--- src/rtl/cpu_pkg.sv ---
// Shared opcodes and memory-stage FSM encoding for the CPU pipeline.
package cpu_pkg;

  localparam logic [5:0] OP_LOAD  = 6'h23;
  localparam logic [5:0] OP_STORE = 6'h2B;
  localparam logic [5:0] OP_MUL   = 6'h18;
  localparam logic [5:0] OP_ADDI  = 6'h08;

  typedef enum logic {
    ST_IDLE = 1'b0,
    ST_WAIT = 1'b1
  } mem_state_e;

endpackage

--- src/rtl/mem_wb_stage_if.sv ---
// Bundle of the d2 pipeline inputs, data-memory handshake and writeback port.
// The slave side is the mem/wb stage; the master side is the surrounding pipeline and memory.
interface mem_wb_stage_if #(parameter int DW = 32);

  logic [5:0]    opcode_d2;
  logic [4:0]    rd_d2;
  logic          register_we_d2;
  logic          data_we_d2;
  logic [DW-1:0] reg_rs1_d2;
  logic [DW-1:0] alu_out_d2;
  logic [DW-1:0] sum_d2;
  logic [DW-1:0] multiply_d2;

  logic          dmem_req;
  logic          dmem_we;
  logic [DW-1:0] dmem_addr;
  logic [DW-1:0] dmem_wdata;
  logic          dmem_ack;
  logic [DW-1:0] dmem_rdata;

  logic          stall;
  logic          wb_we;
  logic [4:0]    wb_rd;
  logic [DW-1:0] wb_data;
  logic          mem_error;

  modport master (
    output opcode_d2, rd_d2, register_we_d2, data_we_d2,
           reg_rs1_d2, alu_out_d2, sum_d2, multiply_d2,
           dmem_ack, dmem_rdata,
    input  dmem_req, dmem_we, dmem_addr, dmem_wdata,
           stall, wb_we, wb_rd, wb_data, mem_error
  );

  modport slave (
    input  opcode_d2, rd_d2, register_we_d2, data_we_d2,
           reg_rs1_d2, alu_out_d2, sum_d2, multiply_d2,
           dmem_ack, dmem_rdata,
    output dmem_req, dmem_we, dmem_addr, dmem_wdata,
           stall, wb_we, wb_rd, wb_data, mem_error
  );

endinterface

--- src/rtl/mem_wb_stage_wb_result_mux.sv ---
// Opcode-based writeback result select; also reused by the forwarding network.
module wb_result_mux
  import cpu_pkg::*;
#(
  parameter int DW = 32
) (
  input  logic [5:0]    opcode,
  input  logic [DW-1:0] alu_out,
  input  logic [DW-1:0] sum,
  input  logic [DW-1:0] multiply,
  output logic [DW-1:0] result
);

  always_comb begin
    result = alu_out;
    case (opcode)
      OP_MUL:  result = multiply;
      OP_ADDI: result = sum;
      default: result = alu_out;
    endcase
  end

endmodule

--- src/rtl/mem_wb_stage.sv ---
// Memory-access / writeback stage: issues loads and stores over a req/ack handshake,
// registers the register-file write and stalls upstream while an access is pending.
//
//   state   | meaning
//   --------+-----------------------------------------------------------
//   ST_IDLE | no access outstanding; non-mem ops write back next edge
//   ST_WAIT | dmem_req held, waiting for dmem_ack or the timeout count
module mem_wb_stage
  import cpu_pkg::*;
#(
  parameter int DW      = 32,
  parameter int TIMEOUT = 16
) (
  input logic          clock,
  input logic          reset_n,
  mem_wb_stage_if.slave bus
);

  localparam int CW = $clog2(TIMEOUT);
  localparam logic [CW-1:0] CNT_LAST = CW'(TIMEOUT - 1);

  mem_state_e    state;
  logic [CW-1:0] wait_cnt;
  logic          req_q;
  logic          we_q;
  logic [DW-1:0] addr_q;
  logic [DW-1:0] wdata_q;
  logic          wb_we_q;
  logic [4:0]    wb_rd_q;
  logic [DW-1:0] wb_data_q;
  logic          mem_error_q;

  logic          is_load;
  logic          is_store;
  logic          is_mem;
  logic          rd_writable;
  logic [DW-1:0] result;

  assign is_load     = (bus.opcode_d2 == OP_LOAD);
  assign is_store    = bus.data_we_d2;
  assign is_mem      = is_load | is_store;
  assign rd_writable = bus.register_we_d2 & (bus.rd_d2 != 5'd0);

  wb_result_mux #(.DW(DW)) u_result_mux (
    .opcode   (bus.opcode_d2),
    .alu_out  (bus.alu_out_d2),
    .sum      (bus.sum_d2),
    .multiply (bus.multiply_d2),
    .result   (result)
  );

  always_ff @(posedge clock or negedge reset_n) begin
    if (!reset_n) begin
      state       <= ST_IDLE;
      wait_cnt    <= '0;
      req_q       <= 1'b0;
      we_q        <= 1'b0;
      addr_q      <= '0;
      wdata_q     <= '0;
      wb_we_q     <= 1'b0;
      wb_rd_q     <= 5'd0;
      wb_data_q   <= '0;
      mem_error_q <= 1'b0;
    end else begin
      wb_we_q <= 1'b0;
      case (state)
        ST_IDLE: begin
          if (is_mem) begin
            req_q    <= 1'b1;
            we_q     <= is_store;
            addr_q   <= bus.sum_d2;
            wdata_q  <= bus.reg_rs1_d2;
            wait_cnt <= '0;
            state    <= ST_WAIT;
          end else begin
            wb_we_q   <= rd_writable;
            wb_rd_q   <= bus.rd_d2;
            wb_data_q <= result;
          end
        end
        ST_WAIT: begin
          // ack is checked first so a late ack on the last wait cycle still completes
          if (bus.dmem_ack) begin
            req_q <= 1'b0;
            state <= ST_IDLE;
            if (!we_q) begin
              wb_we_q   <= rd_writable;
              wb_rd_q   <= bus.rd_d2;
              wb_data_q <= bus.dmem_rdata;
            end
          end else if (wait_cnt == CNT_LAST) begin
            req_q       <= 1'b0;
            mem_error_q <= 1'b1;
            state       <= ST_IDLE;
          end else begin
            wait_cnt <= wait_cnt + 1'b1;
          end
        end
      endcase
    end
  end

  // Stall drops in the ack cycle so upstream advances on the completing edge.
  assign bus.stall = reset_n & (((state == ST_IDLE) & is_mem) |
                                ((state == ST_WAIT) & ~bus.dmem_ack));

  assign bus.dmem_req   = req_q;
  assign bus.dmem_we    = we_q;
  assign bus.dmem_addr  = addr_q;
  assign bus.dmem_wdata = wdata_q;
  assign bus.wb_we      = wb_we_q;
  assign bus.wb_rd      = wb_rd_q;
  assign bus.wb_data    = wb_data_q;
  assign bus.mem_error  = mem_error_q;

endmodule

--- src/flat_wrapper.sv ---
// flat-port wrapper written by rule: the top's interface ports become plain ports
module mem_wb_stage_flat import cpu_pkg::*;
#(
  parameter int DW      = 32,
  parameter int TIMEOUT = 16
)
  (clock, reset_n, bus_opcode_d2, bus_rd_d2, bus_register_we_d2, bus_data_we_d2, bus_reg_rs1_d2, bus_alu_out_d2, bus_sum_d2, bus_multiply_d2, bus_dmem_ack, bus_dmem_rdata, bus_dmem_req, bus_dmem_we, bus_dmem_addr, bus_dmem_wdata, bus_stall, bus_wb_we, bus_wb_rd, bus_wb_data, bus_mem_error);
  mem_wb_stage_if #(.DW(DW)) bus_i ();
  input logic clock;
  input logic reset_n;
  input wire logic [$bits(bus_i.opcode_d2)-1:0] bus_opcode_d2;
  input wire logic [$bits(bus_i.rd_d2)-1:0] bus_rd_d2;
  input wire logic [$bits(bus_i.register_we_d2)-1:0] bus_register_we_d2;
  input wire logic [$bits(bus_i.data_we_d2)-1:0] bus_data_we_d2;
  input wire logic [$bits(bus_i.reg_rs1_d2)-1:0] bus_reg_rs1_d2;
  input wire logic [$bits(bus_i.alu_out_d2)-1:0] bus_alu_out_d2;
  input wire logic [$bits(bus_i.sum_d2)-1:0] bus_sum_d2;
  input wire logic [$bits(bus_i.multiply_d2)-1:0] bus_multiply_d2;
  input wire logic [$bits(bus_i.dmem_ack)-1:0] bus_dmem_ack;
  input wire logic [$bits(bus_i.dmem_rdata)-1:0] bus_dmem_rdata;
  output wire logic [$bits(bus_i.dmem_req)-1:0] bus_dmem_req;
  output wire logic [$bits(bus_i.dmem_we)-1:0] bus_dmem_we;
  output wire logic [$bits(bus_i.dmem_addr)-1:0] bus_dmem_addr;
  output wire logic [$bits(bus_i.dmem_wdata)-1:0] bus_dmem_wdata;
  output wire logic [$bits(bus_i.stall)-1:0] bus_stall;
  output wire logic [$bits(bus_i.wb_we)-1:0] bus_wb_we;
  output wire logic [$bits(bus_i.wb_rd)-1:0] bus_wb_rd;
  output wire logic [$bits(bus_i.wb_data)-1:0] bus_wb_data;
  output wire logic [$bits(bus_i.mem_error)-1:0] bus_mem_error;
  assign bus_i.opcode_d2 = bus_opcode_d2;
  assign bus_i.rd_d2 = bus_rd_d2;
  assign bus_i.register_we_d2 = bus_register_we_d2;
  assign bus_i.data_we_d2 = bus_data_we_d2;
  assign bus_i.reg_rs1_d2 = bus_reg_rs1_d2;
  assign bus_i.alu_out_d2 = bus_alu_out_d2;
  assign bus_i.sum_d2 = bus_sum_d2;
  assign bus_i.multiply_d2 = bus_multiply_d2;
  assign bus_i.dmem_ack = bus_dmem_ack;
  assign bus_i.dmem_rdata = bus_dmem_rdata;
  assign bus_dmem_req = bus_i.dmem_req;
  assign bus_dmem_we = bus_i.dmem_we;
  assign bus_dmem_addr = bus_i.dmem_addr;
  assign bus_dmem_wdata = bus_i.dmem_wdata;
  assign bus_stall = bus_i.stall;
  assign bus_wb_we = bus_i.wb_we;
  assign bus_wb_rd = bus_i.wb_rd;
  assign bus_wb_data = bus_i.wb_data;
  assign bus_mem_error = bus_i.mem_error;
  mem_wb_stage #(.DW(DW), .TIMEOUT(TIMEOUT)) u_core (.clock(clock), .reset_n(reset_n), .bus(bus_i));
endmodule
--- config.mk ---
export PLATFORM = sky130hd
export DESIGN_NAME = mem_wb_stage_flat
export DESIGN_NICKNAME = d
export VERILOG_FILES = /design/src/rtl/cpu_pkg.sv /design/src/rtl/mem_wb_stage_if.sv /design/src/rtl/mem_wb_stage_wb_result_mux.sv /design/src/rtl/mem_wb_stage.sv /design/src/flat_wrapper.sv
export SDC_FILE = /design/constraint.sdc
export NUM_CORES = 1
export LEC_CHECK = 0
export ABC_AREA = 1
export BUFFER_PORTS_ARGS = -buffer_cell sky130_fd_sc_hd__buf_2
export CAP_MARGIN = 20
export CORE_ASPECT_RATIO = 1.25
export CORE_MARGIN = 1.5
export CORE_UTILIZATION = 46
export DETAILED_ROUTE_END_ITERATION = 10
export PLACE_DENSITY = 0.81
export SYNTH_ARGS = -nofsm -noshare
export SYNTH_HDL_FRONTEND = slang
export SYNTH_SLANG_ARGS = --single-unit
--- constraint.sdc ---
create_clock -name clock -period 1.68 [get_ports clock]
set_input_delay 0.504 -clock clock [delete_from_list [all_inputs] [get_ports clock]]
set_output_delay 0.504 -clock clock [all_outputs]
set_load 0.01 [all_outputs]
# Word level (Yosys, flattened, before mapping)
# Cells that the tools add are included.
# word_totals
word_cells	61
output_inout_bits	106
inputBits	176
reg_bits	110
# classes
eq_ne	11
n_mux	25
reduce_logical	6
n_addsub	1
n_bitwise	8
# ops
operator	n
$pmux W32 S2	2
$mux W32	3
$mux W5	3
$mux W4	3
$ne A2 B2 Y1 const B	5
$pmux W5 S2	1
$mux W1	9
$reduce_and A3 Y1	3
$pmux W4 S2	1
$eq A6 B4 Y1 const B	1
$eq A6 B5 Y1 const B	1
$eq A6 B6 Y1 const B	1
$pmux W1 S2	3
$reduce_bool A5 Y1	1
$add A4 B1 Y4 const B	1
$and A1 B1 Y1	4
$eq A4 B4 Y1 const B	1
$reduce_and A2 Y1	2
$ne A3 B3 Y1 const B	1
$ne A2 B1 Y1 const B	1
$not A1 Y1	2
$or A1 B1 Y1	2

# Logic depth before layout (Yosys ltp)
# Gate-level depths: netlist of the first run.
# depth
ltp_word	5
ltp_mapped	10
depth_no_buf	8

# Modules after synthesis
# Synthesis of the first run repeated with hierarchy kept, for this count alone.
# hier_totals
cells_unflattened	761
area_unflattened_um2	5740.5
# by_module_without_submodules
module	area_each_um2	n_inst	cells_each
mem_wb_stage	4859.7	1	601
wb_result_mux	880.8	1	160

# Worst setup path before layout of the first run
# Ideal clock, no wire load.
# synth_path
kind	input to output
from	in bus_opcode_d2[3]
to	out bus_stall
arrival_time_ps	1186
n_path_buf	1
stages	6
slack_ps	-10
required_ps	1176
path_cell_list	nor2_1 nand3_1 nand3_2 buf_2 nand3_1 inv_1
# synth_between
elab_chain_cells	5
# synth_rtl
item	line	source
from (decl)	flat_wrapper.sv:11	input wire logic [$bits(bus_i.opcode_d2)-1:0] bus_opcode_d2;
$eq A6 B6 Y1	mem_wb_stage.sv:39	assign is_load = (bus.opcode_d2 == OP_LOAD);
$or A1 B1 Y1	mem_wb_stage.sv:41	assign is_mem = is_load | is_store;
$and A1 B1 Y1	mem_wb_stage.sv:104	assign bus.stall = reset_n & (((state == ST_IDLE) & is_mem) |
$or A1 B1 Y1	mem_wb_stage.sv:104	
$and A1 B1 Y1	mem_wb_stage.sv:104	
to (decl)	flat_wrapper.sv:25	output wire logic [$bits(bus_i.stall)-1:0] bus_stall;
# Every way passes these cells.

# Worst setup path in the final report of the first run
# layout_path
from	reg u_core.state
to	out bus_stall
# layout_between
elab_chain_cells	4
elab_cells_between_ends	5
cone_classes	bitwise: 5
# layout_rtl
item	line	source
from (decl)	mem_wb_stage.sv:22	mem_state_e state;
from (signal assigned)	mem_wb_stage.sv:54	state <= ST_IDLE;
from (signal assigned)	mem_wb_stage.sv:74	state <= ST_WAIT;
from (signal assigned)	mem_wb_stage.sv:85	state <= ST_IDLE;
$not A1 Y1 (no source line)	--	
$and A1 B1 Y1	mem_wb_stage.sv:104	
$or A1 B1 Y1 *	mem_wb_stage.sv:104	
$and A1 B1 Y1 *	mem_wb_stage.sv:104	
# Every way passes the cells marked *; elsewhere a longest branch is shown, timed or not.

==> run_results.csv, run 1 <==
group,metric,value,unit
cts,cts_buffers,9,
timing,rsz0062_at_grt,"true",
timing,min_period,1660,ps
cts,hold_buffers,0,
detailed_routing,first_iter_violations,420,
die,dieHeight,124,um
place,portBuffers,281,
setup_path,cp_max_fo,3,
cts,clock-root-buffer,"clkbuf_16",
power,p_int,5.51,mW
grt,grt_use_met2,46.7,%
logic_synthesis,synth-seq-cells,110,
setup_path,crit_chain,"inv_2 > nand3_2 > nand3_2 > inv_2 > buf_6",
cts,clkSlewWorstSetupHoldPaths,80,ps
setup_path,cp-start-kind,"flip-flop",
power,vdd_drop_max,638,uV
cts,h-tree-depth,3,
power,pwr-share-seq,43.1,%
cts,cts_tree,"yes",
setup_path,crit_buf_inv,3,
die,coreArea,11500,um^2
die,rows,44,
grt,antenna_found_initial,0,
die,die_area,12400,um^2
timing,post-route-period-util,98.8,%
setup_path,required,1180,ps
timing,finalClockSkew,5.52,ps
final_layout,fill_cells,1033,
setup_path,critical_path.top_delay_family,"flip-flops",
final_layout,fin_cells,1137,
power,power_leakage,4.25,nW
place,gp_congestion,0.838,
die,initial_core_util,47.0,%
detailed_routing,vias,6003,
setup_path,end_kind,"output pin",
power,switchingPower,3.03,mW
detailed_routing,ant_nets,0,
final_layout,n_antenna_cell,0,
place,dp.cells,1118,
timing,relSlewSlack,62.0,%
place,dp_hpwl,12.7,mm
final_layout,syn_to_final_growth,38.3,%
timing,maxSlewViolCount,0,
power,sw_frac_of_total,35.4,%
detailed_routing,route.detailed.drc,0,
worst_hold_path,hp-class,"in2async",
timing,setup_viol,0,
final_layout,drive_gt1_share,34.8,%
setup_path,critical-path-max-stage-delay,420,ps
logic_synthesis,syn_inst,716,
grt,grt_pass1_wl,27.3,mm
logic_synthesis,syn_area,5400,um^2
detailed_routing,wire_per_inst,15.4,um
logic_synthesis,seq_area_frac_synth,50.9,%
logic_synthesis,yosysWarningCount,0,
grt,grtUsageMet1,36.4,%
detailed_routing,vias_per_cell,5.28,
grt,busiest_layer,"met2",
cts,clockBufferDepth,2,
timing,hold_violations,0,
setup_path,worstSetupPathType,"reg2out",
grt,overflow,0,
grt,grt_use_met3,7.35,%
grt,grt_usage,28.4,%
setup_path,arrival,1160,ps
die,die_x,99.9,um
detailed_routing,dr.pass1.iters,5,
logic_synthesis,avgSynthCellArea,7.55,um^2
grt,grt_max_degree,111,
timing,max_freq,0.603,GHz
cts,cts.sinks,110,
job,max-cap-violations,0,
power,p_clk_share,24.2,%
timing,worst_pin_slew,570,ps
power,p_comb_share,32.7,%
final_layout,nets,1171,
cts,clock_latency,350,ps
detailed_routing,wl,17.6,mm
grt,grt_pass1_vias,5592,
setup_path,cp_slowest_cell,"dfrtp_1",
logic_synthesis,synth_nets,893,
die,ios,282,
timing,fin_hold_ws,267,ps
power,power_density,1140,nW/um^2
run_status,status,"complete, no violations",
logic_synthesis,synth_cell_type_count,23,
cell usage in the layout, fill, tap and decap left out, drive strengths merged, types with 2 or more instances in the layout:
cell | synthesis | layout
a21oi | 34 | 34
buf | 27 | 316
clkbuf | 22 | 9
dfrtp | 110 | 110
inv | 14 | 19
nand2 | 350 | 350
nand3 | 41 | 41
nand4 | 64 | 64
nor2 | 46 | 46
nor3 | 2 | 2
o21ai | 2 | 2
power by group through the flow:
stage / clock [mW] / combinational [mW] / sequential (mW)
finish: 2.07 / 2.79 / 3.68
global route: 2.22 / 3.11 / 3.75
CTS: 2.13 / 2.81 / 3.67
detailed placement: 0 / 2.79 / 3.70
global placement: 0 / 2.71 / 3.70
floorplan: 0 / 1.11 / 4.01
worst reg2reg max path: stages (launching register included):
cell and delay, ps:
dfrtp_1 420, inv_2 80, buf_4 140, buf_12 200
nand2_2 130, inv_2 120, buf_12 200, nor2_1 70
a21oi_1 110
Yosys cell counts:
library cell	instances	area, um^2
dfrtp_1	110	2750
o21ai_0	2	10.0
or2_0	1	6.26
a31o_2	1	8.76
nor3_1	2	10.0
buf_6	5	56.3
nor2_2	2	12.5
nand2_1	348	1310
inv_2	1	3.75
xnor2_1	1	8.76
nand2_4	1	11.3
nand3_2	1	10.0
inv_4	1	6.26
nor2_1	44	165
nand3_1	40	200
a21oi_1	34	170
nand2_2	1	6.26
nand4_1	64	400
buf_4	3	22.5
buf_2	19	95.1
clkbuf_1	22	82.6
ha_1	1	12.5
inv_1	12	45.0
metal layers:
layer	part of all wire (%)	wire length, um
met5	0	0
met4	2.5	431
met3	8.8	1540
met2	48	8510
met1	40	7090
cell families after synthesis:
kind of cell	count (synthesis)	share of synthesized area, %
buffers and inverters	63	5.77
AO/OA/AOI/OAI	37	3.50
adder cells (fa/ha/maj)	1	0.232
XOR/XNOR	1	0.162
AND/OR/NAND/NOR	504	39.4
flip-flops	110	50.9
stage by stage:
stage	utilization, %	TNS (ps)	worst slack [ps]	area, um^2	total power [mW]
floorplan	-	0	31.1	5410	5.11
CTS	64.8	0	3.85	7450	8.61
global route	64.9	-16.3	-16.3	7470	9.08
detailed placement	61.9	-668	-89.4	7120	6.49
global placement	61.9	-81.5	-79.0	7120	6.41
finish	64.9	0	20.8	7470	8.54
registers in the layout, indices dropped and copies added, names as in the netlist:
register / count
u_core.bus.dmem_addr: 32
u_core.wait_cnt: 4
u_core.state: 1
u_core.bus.wb_rd: 5
u_core.bus.wb_data: 32
u_core.bus.mem_error: 1
u_core.bus.dmem_req: 1
u_core.bus.wb_we: 1
u_core.bus.dmem_wdata: 32
u_core.bus.dmem_we: 1
worst paths after layout:
path	from	endpoint	slack, ps	cells after the start
worst max-delay path	u_core.state	bus_stall	20	5
worst min-delay path	reset_n	u_core.bus.dmem_addr[24]	270	2
worst max register to register	u_core.state	u_core.bus.dmem_req	150	8
worst min register to register	u_core.bus.mem_error	u_core.bus.mem_error	470	1
max in group asynchronous	reset_n	u_core.bus.dmem_addr[27]	1000	2
min in group clock	bus_reg_rs1_d2[20]	u_core.bus.dmem_wdata[20]	340	3
layout make-up:
cell class	count	area, um^2	area share (%)
clock inverters	7	62.6	0.838
inverters	14	55.1	0.737
flip-flops and latches	110	2750	36.9
multi-input cells	543	2370	31.8
repair buffers	316	1830	24.5
well taps	138	173	2.31
clock buffers	9	225	3.02
timing repair:
action	in CTS	in global routing
setup endpoints to repair	1	1
resized for setup	8	2
setup buffers	2	1
gates cloned	0	0
pin swaps	3	4
Note: power is estimated with default switching activity, not from simulation.
==> inputs of run 2 (changes only) <==
--- a/config.mk
+++ b/config.mk
@@ -12,7 +12,7 @@
 export CORE_MARGIN = 1.5
 export CORE_UTILIZATION = 46
 export DETAILED_ROUTE_END_ITERATION = 10
-export PLACE_DENSITY = 0.81
+export PLACE_DENSITY_LB_ADDON = 0.1
 export SYNTH_ARGS = -nofsm -noshare
 export SYNTH_HDL_FRONTEND = slang
 export SYNTH_SLANG_ARGS = --single-unit
==> run 2 against run 1 <==
Global-route usage fell by 0.60 points. Sequential power is essentially flat. Via count is 1.9% lower. Sequential share of layout area grew 0.13 points. Largest cell class unchanged. Core utilization shrank 0.23 points. Design area decreased by 0.35%. Largest power group unchanged. Hold slack worse by 15 ps. Combinational power barely moved. Power increased by 1.0%. Final cell count down 0.35%. Worst setup slack improved by 5.9 ps. Non-clock buffer count is 4 lower.
==> run_results.csv, run 2 (same netlist as run 1, synthesis figures left out) <==
group,metric,value,unit
cts,clock-root-buffer,"clkbuf_16",
power,power_leakage,4.24,nW
detailed_routing,route.detailed.drc,0,
grt,grt_max_degree,111,
cts,clkSlewWorstSetupHoldPaths,70,ps
cts,h-tree-depth,3,
final_layout,post-route-util,64.7,%
setup_path,end_kind,"output pin",
timing,hold_violations,0,
setup_path,cp_max_fo,3,
timing,maxSlewViolCount,0,
timing,relSlewSlack,61.1,%
die,die_area,12400,um^2
cts,clockBufferDepth,2,
place,portBuffers,281,
cts,cts_tree,"yes",
timing,post-route-period-util,98.4,%
die,rows,44,
setup_path,required,1180,ps
die,dieHeight,124,um
setup_path,crit_buf_inv,4,
grt,grt_pass1_wl,26.6,mm
timing,setup_viol,0,
timing,worst_pin_slew,583,ps
die,initial_core_util,47.0,%
job,max-cap-violations,0,
cts,hold_buffers,0,
detailed_routing,vias_per_cell,5.20,
setup_path,cp-start-kind,"input port",
detailed_routing,wire_per_inst,15.4,um
setup_path,cp_slowest_cell,"buf_2",
setup_path,arrival,1150,ps
final_layout,layout_common_cells,"nand2_1 (348), buf_2 (277), dfrtp_1 (110)",
grt,grt_pass1_vias,5427,
detailed_routing,dr.pass1.iters,5,
cts,cts.sinks,110,
grt,grt_usage,27.8,%
power,power_density,1160,nW/um^2
final_layout,drive_gt1_share,34.7,%
setup_path,worstSetupPathType,"in2out",
worst_hold_path,hp-class,"in2async",
final_layout,nets,1167,
detailed_routing,ant_nets,0,
final_layout,n_antenna_cell,0,
power,vdd_drop_max,614,uV
die,coreArea,11500,um^2
place,dp_hpwl,12.8,mm
timing,rsz0062_at_grt,"true",
final_layout,mostFrequentLayoutCell,"nand2_1",
final_layout,fill_cells,1091,
cts,clock_latency,350,ps
timing,min_period,1650,ps
die,ios,282,
cts,cts_buffers,9,
grt,antenna_found_initial,0,
run_status,status,"complete, no violations",
setup_path,critical-path-max-stage-delay,110,ps
timing,max_freq,0.605,GHz
detailed_routing,first_iter_violations,327,
power,power.total,8.63,mW
die,die_x,99.9,um
setup_path,crit_chain,"buf_2 > nand2_1 > inv_1 > nand3_2 > nand3_2 > nand3_2 > inv_2 > buf_6",
final_layout,syn_to_final_growth,37.8,%
detailed_routing,wl,17.5,mm
timing,finalClockSkew,7.65,ps
grt,overflow,0,
setup_path,path_common_cell,"nand3_2",
setup_path,critical_path.top_delay_family,"simple AND/OR/NAND/NOR gates",
place,gp_congestion,0.877,
detailed_routing,vias,5887,
run 2: changes by cell type in the layout (fill, tap and decap cells not counted), moves of 2 or more:
cell,change
buf_4,-3
inv_6,-2
nor2_2,+2
nor2_4,-2
run 2: worst paths after layout:
check | startpoint | end | slack (ps) | cells after the start
setup / recovery | bus_opcode_d2[1] | bus_stall | 30 | 8
hold reg to reg | u_core.bus.mem_error | u_core.bus.mem_error | 470 | 1
setup reg to reg | u_core.state | u_core.bus.wb_data[28] | 250 | 9
max in group asynchronous | reset_n | u_core.bus.wb_data[0] | 970 | 2
min in group clock | bus_reg_rs1_d2[12] | u_core.bus.dmem_wdata[12] | 340 | 3
hold / removal | reset_n | u_core.bus.wb_data[24] | 250 | 2
run 2: timing repair:
item	4_1_cts	5_1_grt
setup buffers	2	1
endpoints found under the setup margin	1	1
pin swaps	2	4
resized for setup	4	6
run 2: final cells by class:
| cell class | count | area [um^2] | area share [%] |
|---|---|---|---|
| inverters | 14 | 55.1 | 0.740 |
| clock inverters | 7 | 80.1 | 1.08 |
| repair buffers | 312 | 1790 | 24.1 |
| well taps | 138 | 173 | 2.32 |
| flip-flops and latches | 110 | 2750 | 37.0 |
| multi-input cells | 543 | 2360 | 31.8 |
| clock buffers | 9 | 225 | 3.03 |
run 2: through the flow:
step | setup slack (ps) | setup TNS (ps) | cell area [um^2] | hold WS, ps | std cells
global placement | -42.3 | -343 | 7080 | 449 | 1114
floorplan | 31.1 | 0 | 5410 | 208 | 716
CTS | 3.97 | 0 | 7420 | 286 | 1132
finish | 26.8 | 0 | 7440 | 252 | 1133
detailed placement | -66.5 | -1560 | 7080 | 460 | 1114
global route | -36.3 | -36.3 | 7440 | 297 | 1133
run 2: layer usage:
| metal | share of wire [%] | global-route usage, % |
|---|---|---|
| met3 | 7.9 | 5.67 |
| met1 | 41 | 36.6 |
| met4 | 3.3 | 12.9 |
| met5 | 0 | 0 |
| met2 | 47 | 44.3 |
run 2: report_power, final:
part           switching (mW)  internal [mW]
Combinational            1.65           1.15
Sequential              0.352           3.31
Clock                   0.992           1.18
Total                    2.99           5.63
